## config.mk

```make
export PLATFORM = sky130hd
export DESIGN_NAME = disp_page_sched_flat
export DESIGN_NICKNAME = d
export VERILOG_FILES = /design/src/rtl/disp_page_sched_if.sv /design/src/rtl/disp_page_sched.sv /design/src/flat_wrapper.sv
export SDC_FILE = /design/constraint.sdc
export NUM_CORES = 1
export LEC_CHECK = 0
export CAP_MARGIN = 20
export CORE_ASPECT_RATIO = 0.8
export CORE_UTILIZATION = 45
export CTS_CLUSTER_SIZE = 10
export DETAILED_ROUTE_END_ITERATION = 10
export MAX_ROUTING_LAYER = met4
export PLACE_DENSITY = 0.72
export SKIP_CTS_REPAIR_TIMING = 1
export SYNTH_ARGS = -nofsm -noshare
export SYNTH_HDL_FRONTEND = slang
export SYNTH_SLANG_ARGS = --single-unit
```

## constraint.sdc

```tcl
create_clock -name clk -period 7.2 [get_ports clk]
set_clock_uncertainty 0.2 [all_clocks]
set_input_delay 1.08 -clock clk [delete_from_list [all_inputs] [get_ports clk]]
set_output_delay 1.08 -clock clk [all_outputs]
set_load 0.005 [all_outputs]
```

## src/rtl/disp_page_sched_if.sv

```systemverilog
// -----------------------------------------------------------------------------
// disp_page_sched_if
// Bundles the configuration, button, message-handshake and display-status
// signals of the display page scheduler.
//   cfg_we/cfg_addr/cfg_wdata : dwell register write port
//   btn_next                  : one-cycle "next page" pulse
//   btn_hold                  : level, freezes rotation while high
//   msg_req / msg_ack         : message page request / acceptance pulse
//   msg_done                  : pulse when the message dwell expires
//   page_sel/disp_time        : selected page, high on the time page
//   sec_left                  : seconds remaining on the current page
//   page_change               : pulse on every page load
// Modports: master = environment side, slave = scheduler side.
// -----------------------------------------------------------------------------
interface disp_page_sched_if;
   logic       cfg_we;
   logic [1:0] cfg_addr;
   logic [7:0] cfg_wdata;
   logic       btn_next;
   logic       btn_hold;
   logic       msg_req;
   logic       msg_ack;
   logic       msg_done;
   logic [1:0] page_sel;
   logic       disp_time;
   logic [7:0] sec_left;
   logic       page_change;

   modport master (
      output cfg_we, cfg_addr, cfg_wdata, btn_next, btn_hold, msg_req,
      input  msg_ack, msg_done, page_sel, disp_time, sec_left, page_change
   );

   modport slave (
      input  cfg_we, cfg_addr, cfg_wdata, btn_next, btn_hold, msg_req,
      output msg_ack, msg_done, page_sel, disp_time, sec_left, page_change
   );
endinterface

```

## src/rtl/disp_page_sched.sv

```systemverilog
// -----------------------------------------------------------------------------
// disp_page_sched
// Chooses which source the 8-digit display shows: time (0), humidity (1),
// temperature (2) or a Bluetooth message page (3). Each rotation page has a
// programmable dwell in seconds; btn_next advances, btn_hold freezes the
// countdown, and message pages are admitted through a req/ack handshake.
// Ports:
//   clk   : system clock
//   arstn : asynchronous reset, active-low
//   bus   : disp_page_sched_if.slave (config, buttons, message handshake,
//           page_sel/disp_time/sec_left/page_change status, all registered)
// Optional build macro:
//   DISP_MSG_PREEMPT_EN : when defined, msg_req is taken immediately in
//   ROTATE or HOLD; otherwise only at a rotation advance outside HOLD.
// -----------------------------------------------------------------------------
module disp_page_sched #(
   parameter int TICK_DIV      = 20000000,
   parameter int DWELL_RST     = 5,
   parameter int MSG_DWELL_RST = 3
) (
   input logic              clk,
   input logic              arstn,
   disp_page_sched_if.slave bus
);

   localparam int PW = (TICK_DIV > 1) ? $clog2(TICK_DIV) : 1;

   typedef enum logic [1:0] {ROTATE, HOLD, MSG} state_t;

   state_t        state, state_nxt;
   logic [PW-1:0] presc, presc_nxt;
   logic [7:0]    dwell0, dwell1, dwell2, msg_dwell, msg_eff;
   logic [1:0]    rot_page, rot_page_nxt;
   logic [1:0]    page_sel_nxt;
   logic [7:0]    sec_left_nxt;
   logic          ack_nxt, done_nxt, chg_nxt;
   logic          tick, frozen, expire, adv, take_msg, all_zero;
   logic [2:0]    np;

   function automatic logic [7:0] dwell_of(input logic [1:0] p,
                                           input logic [7:0] d0,
                                           input logic [7:0] d1,
                                           input logic [7:0] d2);
      case (p)
         2'd1:    dwell_of = d1;
         2'd2:    dwell_of = d2;
         default: dwell_of = d0;
      endcase
   endfunction

   // Returns {found, page}: first nonzero-dwell page after cur (0->1->2->0),
   // falling back to cur itself; found=0 means every dwell is zero.
   function automatic logic [2:0] next_page(input logic [1:0] cur,
                                            input logic [7:0] d0,
                                            input logic [7:0] d1,
                                            input logic [7:0] d2);
      logic [1:0] c1, c2;
      c1 = (cur == 2'd2) ? 2'd0 : cur + 2'd1;
      c2 = (c1 == 2'd2) ? 2'd0 : c1 + 2'd1;
      if (dwell_of(c1, d0, d1, d2) != 8'd0)
         next_page = {1'b1, c1};
      else if (dwell_of(c2, d0, d1, d2) != 8'd0)
         next_page = {1'b1, c2};
      else if (dwell_of(cur, d0, d1, d2) != 8'd0)
         next_page = {1'b1, cur};
      else
         next_page = 3'b000;
   endfunction

   assign tick     = (presc == PW'(TICK_DIV - 1));
   assign np       = next_page(rot_page, dwell0, dwell1, dwell2);
   assign all_zero = ~np[2];
   assign msg_eff  = (msg_dwell == 8'd0) ? 8'd1 : msg_dwell;

   // btn_hold freezes the countdown in the very cycle it is first sampled.
   assign frozen = (state == HOLD) || ((state == ROTATE) && bus.btn_hold);

   // sec_left==0 with some nonzero dwell happens only when a zero-dwell page
   // was reloaded after a message; let it move on at the next tick.
   assign expire = (state != MSG) && !frozen && tick &&
                   ((bus.sec_left == 8'd1) ||
                    ((bus.sec_left == 8'd0) && !all_zero));
   assign adv    = expire || ((state != MSG) && bus.btn_next && !all_zero);

`ifdef DISP_MSG_PREEMPT_EN
   assign take_msg = (state != MSG) && bus.msg_req;
`else
   assign take_msg = bus.msg_req && adv && !frozen;
`endif

   always_ff @(posedge clk or negedge arstn) begin
      if (!arstn) state <= ROTATE;
      else        state <= state_nxt;
   end

   always_comb begin
      state_nxt    = state;
      presc_nxt    = presc;
      rot_page_nxt = rot_page;
      page_sel_nxt = bus.page_sel;
      sec_left_nxt = bus.sec_left;
      ack_nxt      = 1'b0;
      done_nxt     = 1'b0;
      chg_nxt      = 1'b0;
      case (state)
         MSG: begin
            presc_nxt = tick ? '0 : presc + 1'b1;
            if (tick) begin
               if (bus.sec_left <= 8'd1) begin
                  // rot_page still holds the interrupted page
                  done_nxt     = 1'b1;
                  chg_nxt      = 1'b1;
                  page_sel_nxt = rot_page;
                  sec_left_nxt = dwell_of(rot_page, dwell0, dwell1, dwell2);
                  state_nxt    = bus.btn_hold ? HOLD : ROTATE;
               end else begin
                  sec_left_nxt = bus.sec_left - 8'd1;
               end
            end
         end
         default: begin
            if (take_msg) begin
               ack_nxt      = 1'b1;
               chg_nxt      = 1'b1;
               page_sel_nxt = 2'd3;
               sec_left_nxt = msg_eff;
               presc_nxt    = '0;
               state_nxt    = MSG;
            end else begin
               state_nxt = bus.btn_hold ? HOLD : ROTATE;
               if (adv) begin
                  chg_nxt      = 1'b1;
                  rot_page_nxt = np[1:0];
                  page_sel_nxt = np[1:0];
                  sec_left_nxt = dwell_of(np[1:0], dwell0, dwell1, dwell2);
                  presc_nxt    = '0;
               end else if (!frozen) begin
                  presc_nxt = tick ? '0 : presc + 1'b1;
                  if (tick && (bus.sec_left != 8'd0))
                     sec_left_nxt = bus.sec_left - 8'd1;
               end
            end
         end
      endcase
   end

   always_ff @(posedge clk or negedge arstn) begin
      if (!arstn) begin
         presc           <= '0;
         rot_page        <= 2'd0;
         bus.page_sel    <= 2'd0;
         bus.disp_time   <= 1'b1;
         bus.sec_left    <= 8'(DWELL_RST);
         bus.msg_ack     <= 1'b0;
         bus.msg_done    <= 1'b0;
         bus.page_change <= 1'b0;
      end else begin
         presc           <= presc_nxt;
         rot_page        <= rot_page_nxt;
         bus.page_sel    <= page_sel_nxt;
         bus.disp_time   <= (page_sel_nxt == 2'd0);
         bus.sec_left    <= sec_left_nxt;
         bus.msg_ack     <= ack_nxt;
         bus.msg_done    <= done_nxt;
         bus.page_change <= chg_nxt;
      end
   end

   // Dwell registers only; a write never touches the running sec_left.
   always_ff @(posedge clk or negedge arstn) begin
      if (!arstn) begin
         dwell0    <= 8'(DWELL_RST);
         dwell1    <= 8'(DWELL_RST);
         dwell2    <= 8'(DWELL_RST);
         msg_dwell <= 8'(MSG_DWELL_RST);
      end else if (bus.cfg_we) begin
         case (bus.cfg_addr)
            2'd0:    dwell0    <= bus.cfg_wdata;
            2'd1:    dwell1    <= bus.cfg_wdata;
            2'd2:    dwell2    <= bus.cfg_wdata;
            default: msg_dwell <= bus.cfg_wdata;
         endcase
      end
   end

endmodule

```

## src/flat_wrapper.sv

```systemverilog
// flat-port wrapper written by rule: the top's interface ports become plain ports
module disp_page_sched_flat 
#(
   parameter int TICK_DIV      = 20000000,
   parameter int DWELL_RST     = 5,
   parameter int MSG_DWELL_RST = 3
)
  (clk, arstn, bus_cfg_we, bus_cfg_addr, bus_cfg_wdata, bus_btn_next, bus_btn_hold, bus_msg_req, bus_msg_ack, bus_msg_done, bus_page_sel, bus_disp_time, bus_sec_left, bus_page_change);
  disp_page_sched_if bus_i ();
  input logic clk;
  input logic arstn;
  input wire logic [$bits(bus_i.cfg_we)-1:0] bus_cfg_we;
  input wire logic [$bits(bus_i.cfg_addr)-1:0] bus_cfg_addr;
  input wire logic [$bits(bus_i.cfg_wdata)-1:0] bus_cfg_wdata;
  input wire logic [$bits(bus_i.btn_next)-1:0] bus_btn_next;
  input wire logic [$bits(bus_i.btn_hold)-1:0] bus_btn_hold;
  input wire logic [$bits(bus_i.msg_req)-1:0] bus_msg_req;
  output wire logic [$bits(bus_i.msg_ack)-1:0] bus_msg_ack;
  output wire logic [$bits(bus_i.msg_done)-1:0] bus_msg_done;
  output wire logic [$bits(bus_i.page_sel)-1:0] bus_page_sel;
  output wire logic [$bits(bus_i.disp_time)-1:0] bus_disp_time;
  output wire logic [$bits(bus_i.sec_left)-1:0] bus_sec_left;
  output wire logic [$bits(bus_i.page_change)-1:0] bus_page_change;
  assign bus_i.cfg_we = bus_cfg_we;
  assign bus_i.cfg_addr = bus_cfg_addr;
  assign bus_i.cfg_wdata = bus_cfg_wdata;
  assign bus_i.btn_next = bus_btn_next;
  assign bus_i.btn_hold = bus_btn_hold;
  assign bus_i.msg_req = bus_msg_req;
  assign bus_msg_ack = bus_i.msg_ack;
  assign bus_msg_done = bus_i.msg_done;
  assign bus_page_sel = bus_i.page_sel;
  assign bus_disp_time = bus_i.disp_time;
  assign bus_sec_left = bus_i.sec_left;
  assign bus_page_change = bus_i.page_change;
  disp_page_sched #(.TICK_DIV(TICK_DIV), .DWELL_RST(DWELL_RST), .MSG_DWELL_RST(MSG_DWELL_RST)) u_core (.clk(clk), .arstn(arstn), .bus(bus_i));
endmodule
```

Word level (Yosys, flattened, before mapping) --
Index checks and enable logic that the tools add are counted. W data, S select, Z words.
Word-level totals: bits in latches 0, ROM bits 0, memories 0, output and inout port bits 14, bits of input ports 16, bits in registers 75, word-level logic and storage cells 114, memory bits (writable) 0
Operators by class: add/subtract/negate cells 4, magnitude comparators 1, div/mod/pow operators 0, bitwise gates (word level) 3, shifts and indexed selects 0, reduce and logical (&&, ||, !) cells 32, $mul 0, multiplexer cells 43, eq/ne operators 18
Operators by type and width (count):
- $mux W25 | 5
- $mux W8 | 11
- $pmux W8 S2 | 4
- $reduce_bool A8 Y1 | 4
- $add A25 B1 Y25 const B | 1
- $eq A25 B25 Y1 const B | 1
- $mux W2 | 11
- $logic_not A8 Y1 | 2
- $eq A2 B1 Y1 const B | 6
- $eq A2 B2 Y1 const B | 6
- $logic_and A1 B1 Y1 | 10
- $reduce_and A2 Y1 | 5
- $mux W1 | 9
- $mux W3 | 3
- $eq A8 B1 Y1 const B | 1
- $le A8 B1 Y1 const B | 1
- $sub A8 B1 Y8 const B | 1
- $logic_not A2 Y1 | 3
- $reduce_and A3 Y1 | 2
- $add A2 B1 Y2 const B | 2
- $ne A2 B1 Y1 const B | 2
- $ne A4 B4 Y1 const B | 1
- $reduce_bool A4 Y1 | 1
- $logic_or A1 B1 Y1 | 3
- other kinds (4) | 6

Logic depth before layout (Yosys ltp) --
depth in word-level cells 23, mapped depth 20, mapped depth without buffers 18

Worst setup path before layout --
OpenSTA, ideal clock, no wires.
path kind register to register, from register u_core.rot_page[0], to register u_core.bus.sec_left[5], data required time 6879 ps, stages on the path, launching flop included 19, setup time 121 ps, path buffers 3, setup slack 3783 ps, arrival time 3096 ps, period minus slack after synthesis 3417 ps, cell sequence dfrtp_1 inv_1 ha_1 buf_2 mux2i_1 nand4_1 nor2_1 o22ai_1 a21oi_1 inv_1 ha_1 clkbuf_1 clkbuf_1 nor2_1 a21oi_1 nor2_1 a21oi_1 o21ai_0 o22a_1
Between the ends: elaborated cells between the ends (all ways) 40, classes of those cells 2 x add/sub; 9 x eq/ne; 17 x mux; 12 x reduce/logical
RTL lines:
- start, declared | line disp_page_sched.sv:33 | logic [1:0] rot_page, rot_page_nxt;
- start signal, assigned | line disp_page_sched.sv:159 | rot_page <= rot_page_nxt;
- $add A2 B1 Y2 / $eq A2 B2 Y1 (equally long branches) | line disp_page_sched.sv:58, disp_page_sched.sv:44
- $mux W2 | line disp_page_sched.sv:58 | c1 = (cur == 2'd2) ? 2'd0 : cur + 2'd1;
- $add A2 B1 Y2 / $eq A2 B2 Y1 (equally long branches) | line disp_page_sched.sv:59, disp_page_sched.sv:44
- $mux W2 | line disp_page_sched.sv:59 | c2 = (c1 == 2'd2) ? 2'd0 : c1 + 2'd1;
- $eq A2 B2 Y1 / $eq A2 B1 Y1 (equally long branches) | line disp_page_sched.sv:44 | case (p)
- $pmux W8 S2 | line disp_page_sched.sv:44
- $mux W8 | line disp_page_sched.sv:60 | if (dwell_of(c1, d0, d1, d2) != 8'd0)
- $reduce_bool A8 Y1 | line disp_page_sched.sv:62 | else if (dwell_of(c2, d0, d1, d2) != 8'd0)
- $mux W3 | line disp_page_sched.sv:62
- $mux W3 * | line disp_page_sched.sv:60
- via u_core.np[1] | line disp_page_sched.sv:38 | logic [2:0] np;
- $eq A2 B2 Y1 / $eq A2 B1 Y1 (equally long branches) | line disp_page_sched.sv:44
- $pmux W8 S2 * | line disp_page_sched.sv:44
- $mux W8 * | line disp_page_sched.sv:131 | if (adv) begin
- $mux W8 * | line disp_page_sched.sv:122 | if (take_msg) begin
- $mux W8 * | line disp_page_sched.sv:105 | case (state)
- end signal, assigned | line disp_page_sched.sv:153 | bus.sec_left <= 8'(DWELL_RST);
- end signal, assigned | line disp_page_sched.sv:162 | bus.sec_left <= sec_left_nxt;
- end, declared | line disp_page_sched_if.sv:36 | output msg_ack, msg_done, page_sel, disp_time, sec_left, page_change
The timed path passes the listed nets; every way through them passes the cells marked *. The select of a mux whose other input is x is not followed. A chain may end at the register's enable or synchronous reset.

Worst setup path in the final report --
from register u_core.rot_page[0], to register u_core.bus.sec_left[3]
The elaborated chain is that of the path after synthesis.

==> impl_metrics.yaml <==
global_route:
  grt_pass1_vias: 3556
  grt_pass1_wl_um: 18600
  grt.total_usage: 0.2428
  antenna_found_initial: 0
  grt_start_max_net_pins: 76
  grt-ovfl-total: 0
yosys:
  synth_cell_type_count: 63
  synth_flop_cell: "dfrtp_1"
  yosys_warnings: 0
  yosysSeqAreaShare: 0.4276
  synthMuxAreaShare: 0.1092
  syn_nets: 484
  syn_area_um2: 4422
  synth_xor_area_frac: 0.04358
  synth_fa_ha_area_frac: 0.02830
  synth-simple-area-share: 0.2046
  synthCells: 458
  synth_compound_area_frac: 0.1556
  synth-edff-count: 0
  synth_top_family_by_area: "simple AND/OR/NAND/NOR gates"
  synth-seq-cells: 75
  synthArstFlopShare: 1.000
  syn_avg_cell_area_um2: 9.654
timing:
  tightest_slew_ns: 0.9679
  hold_ws_ns: 0.3445
  relSlewSlack: 0.3547
  hold_violations: 0
  min_period_ns: 3.942
  setup_tns_ns: 0
  drv_slew: 0
  rsz0062_at_grt: "no"
  clock.fmax_mhz: 253.7
  fin_ws_ns: 3.258
  period_share: 0.5474
  setup_viol_count_final: 0
route:
  wl_um: 11040
  ant_nets: 0
  drt_first_iter_violations: 458
  viasPerCell: 6.203
  vias: 3734
  drc: 0
  wire_per_inst_um: 18.34
  drtPass1Iterations: 7
placement:
  post-place-ws_ns: 3.286
  portBuffers: 29
  place_inst: 585
  gp_congestion: 0.9123
  hpwl_um: 7947
power_and_ir_drop:
  p_comb_frac: 0.175
  irDropWorstVdd_mv: 0.1453
  power_uw: 1287
  p_per_area_nw_per_um2: 252.1
  p_int_uw: 914.0
  power_frac_clock: 0.382
  power.leakage_uw: 0.002115
  p_switching_uw: 372.8
  swShare: 0.2897
  sequentialPowerShare: 0.443
outcome:
  status: "finished, final reports clean"
floorplanning:
  ioPinCount: 30
  die_area_um2: 10230
  num_rows: 31
  die_w_um: 112.8
  die-height_um: 90.66
  core_area_um2: 9309
  initial_core_util: 0.4750
setup_path:
  worstPathMaxFanout: 16
  worstPathRequired_ns: 7.27
  cp-start-kind: "flop"
  crit_path_end_kind: "flop"
  ff2ff_path_depth: 15
  crit_type: "reg -> reg"
  arrival_ns: 4.01
cts:
  clock-root-buffer: "clkbuf_16"
  clkSinkCount: 75
  htreeDepth: 3
  cts_tree: "yes"
  cts.clk_slew.worst_paths_ns: 0.06
  cts_buffers: 9
  cts_buffer_depth: 2
  clock_latency_ns: 0.34
finish:
  final_common_cell: "dfrtp_1"
  drive_gt1_frac: 0.1540
  fillers: 811
  regArea_um2: 1891
  num_antenna_cells: 0
  multiInputGateArea_um2: 2394
  area_growth_syn_to_layout_pct: 15.42
  layout_common_cells: "64 x dfrtp_1, 51 x nand2_1, 49 x nor2_1"
  finalNonFillerCells: 602
  final_nets: 508
job:
  max_cap_violations: 0
min_path:
  hp-class: "reg -> reg"
  whs_path_depth: 1
final cells by class:
class	count	area share
inverters	12	0.008826
clock inverters	5	0.01667
flip-flops and latches	75	0.3704
clock buffers	11	0.04756
multi-input cells	353	0.4690
well taps	115	0.02819
repair buffers	31	0.05933
worst paths after layout:
check | startpoint | to | slack (ns)
max in group asynchronous | arstn | u_core.bus.page_change | 5.46
min in group asynchronous | arstn | u_core.state[1] | 0.68
hold reg to reg | u_core.msg_dwell[5] | u_core.msg_dwell[5] | 0.34
setup / recovery | u_core.rot_page[0] | u_core.bus.sec_left[3] | 3.26
setup reg to reg | u_core.rot_page[0] | u_core.bus.sec_left[3] | 3.26
hold / removal | u_core.msg_dwell[5] | u_core.msg_dwell[5] | 0.34
logic make-up (layout without fill, tap and decap cells):
logic type / after synthesis / count (layout)
AOI/OAI and AO/OA: 98 / 98
xor gates and xnor gates: 22 / 22
adders and majority gates: 10 / 10
buffers and inverters: 30 / 59
DFF: 75 / 75
muxes: 44 / 44
and+or+nand+nor: 179 / 179
synth_stat cells (all sizes together), types with 2 or more instances:
cell type | n | area [µm²]
buf | 8 | 53.80
nor3 | 16 | 91.34
dfstp | 11 | 289.0
o31ai | 4 | 30.03
nand2 | 51 | 191.4
xnor2 | 16 | 140.1
a22o | 9 | 78.83
o22ai | 5 | 31.28
ha | 10 | 125.1
nor2 | 50 | 190.2
nand3b | 4 | 30.03
mux2i | 10 | 100.1
mux2 | 34 | 382.9
nor4 | 12 | 90.09
or4 | 2 | 18.77
a211oi | 5 | 37.54
nand3 | 16 | 80.08
nor4bb | 2 | 20.02
and3 | 5 | 31.28
o22a | 2 | 17.52
a22oi | 8 | 60.06
a21oi | 23 | 118.9
nor2b | 2 | 12.51
inv | 12 | 45.04
o21bai | 2 | 15.01
nor4b | 4 | 35.03
o21ai | 21 | 108.9
xor2 | 6 | 52.55
o2bb2ai | 2 | 17.52
and4 | 2 | 17.52
nand4 | 6 | 37.54
nor3b | 3 | 22.52
clkbuf | 10 | 38.78
dfrtp | 64 | 1602
o21a | 2 | 15.01
o211ai | 3 | 32.53
worst max-delay path, stage by stage, from the launching register on:
cell       delay, ns
dfrtp_1         0.43
inv_1           0.11
ha_1            0.55
mux2i_1         0.32
nand4_1         0.15
nor2_1          0.20
o22ai_1         0.09
a21oi_1         0.27
inv_1           0.11
ha_1            0.55
a21oi_1         0.13
o21ai_0         0.26
nand3b_1        0.12
o2111ai_1       0.12
o21ai_0         0.12
a21oi_1         0.15
power by group through the flow:
stage / registers (µW) / logic, µW / clock network, µW
floorplan: 544 / 165 / 0
global placement: 568 / 213 / 0
detailed placement: 572 / 221 / 0
CTS: 565 / 224 / 500
global route: 578 / 253 / 517
finish: 570 / 225 / 492
sequential cells by signal (all words and copies together), names as in the netlist:
| register | count |
|---|---|
| u_core.bus.msg_ack | 1 |
| u_core.bus.msg_done | 1 |
| u_core.presc | 25 |
| u_core.bus.page_sel | 2 |
| u_core.state | 2 |
| u_core.bus.page_change | 1 |
| u_core.rot_page | 2 |
| u_core.dwell0 | 8 |
| u_core.bus.disp_time | 1 |
| u_core.dwell1 | 8 |
| u_core.bus.sec_left | 8 |
| u_core.dwell2 | 8 |
| u_core.msg_dwell | 8 |
through the flow:
stage | utilization | area, µm²
final | 0.5483 | 5104
after global routing | 0.5483 | 5104
after CTS | 0.5474 | 5096
after detailed placement | 0.5122 | 4768
after global placement | 0.5122 | 4768
after floorplan | - | 4422
metal layers:
metal  vias up  global-route usage  share of wire
li1       1723                   -              -
met1      1848              0.3462           0.50
met2       144              0.3431           0.42
met3        19             0.04966          0.063
met4         0             0.08111          0.016
met5         -                   -              0
Power figures use the tool's default switching activity.
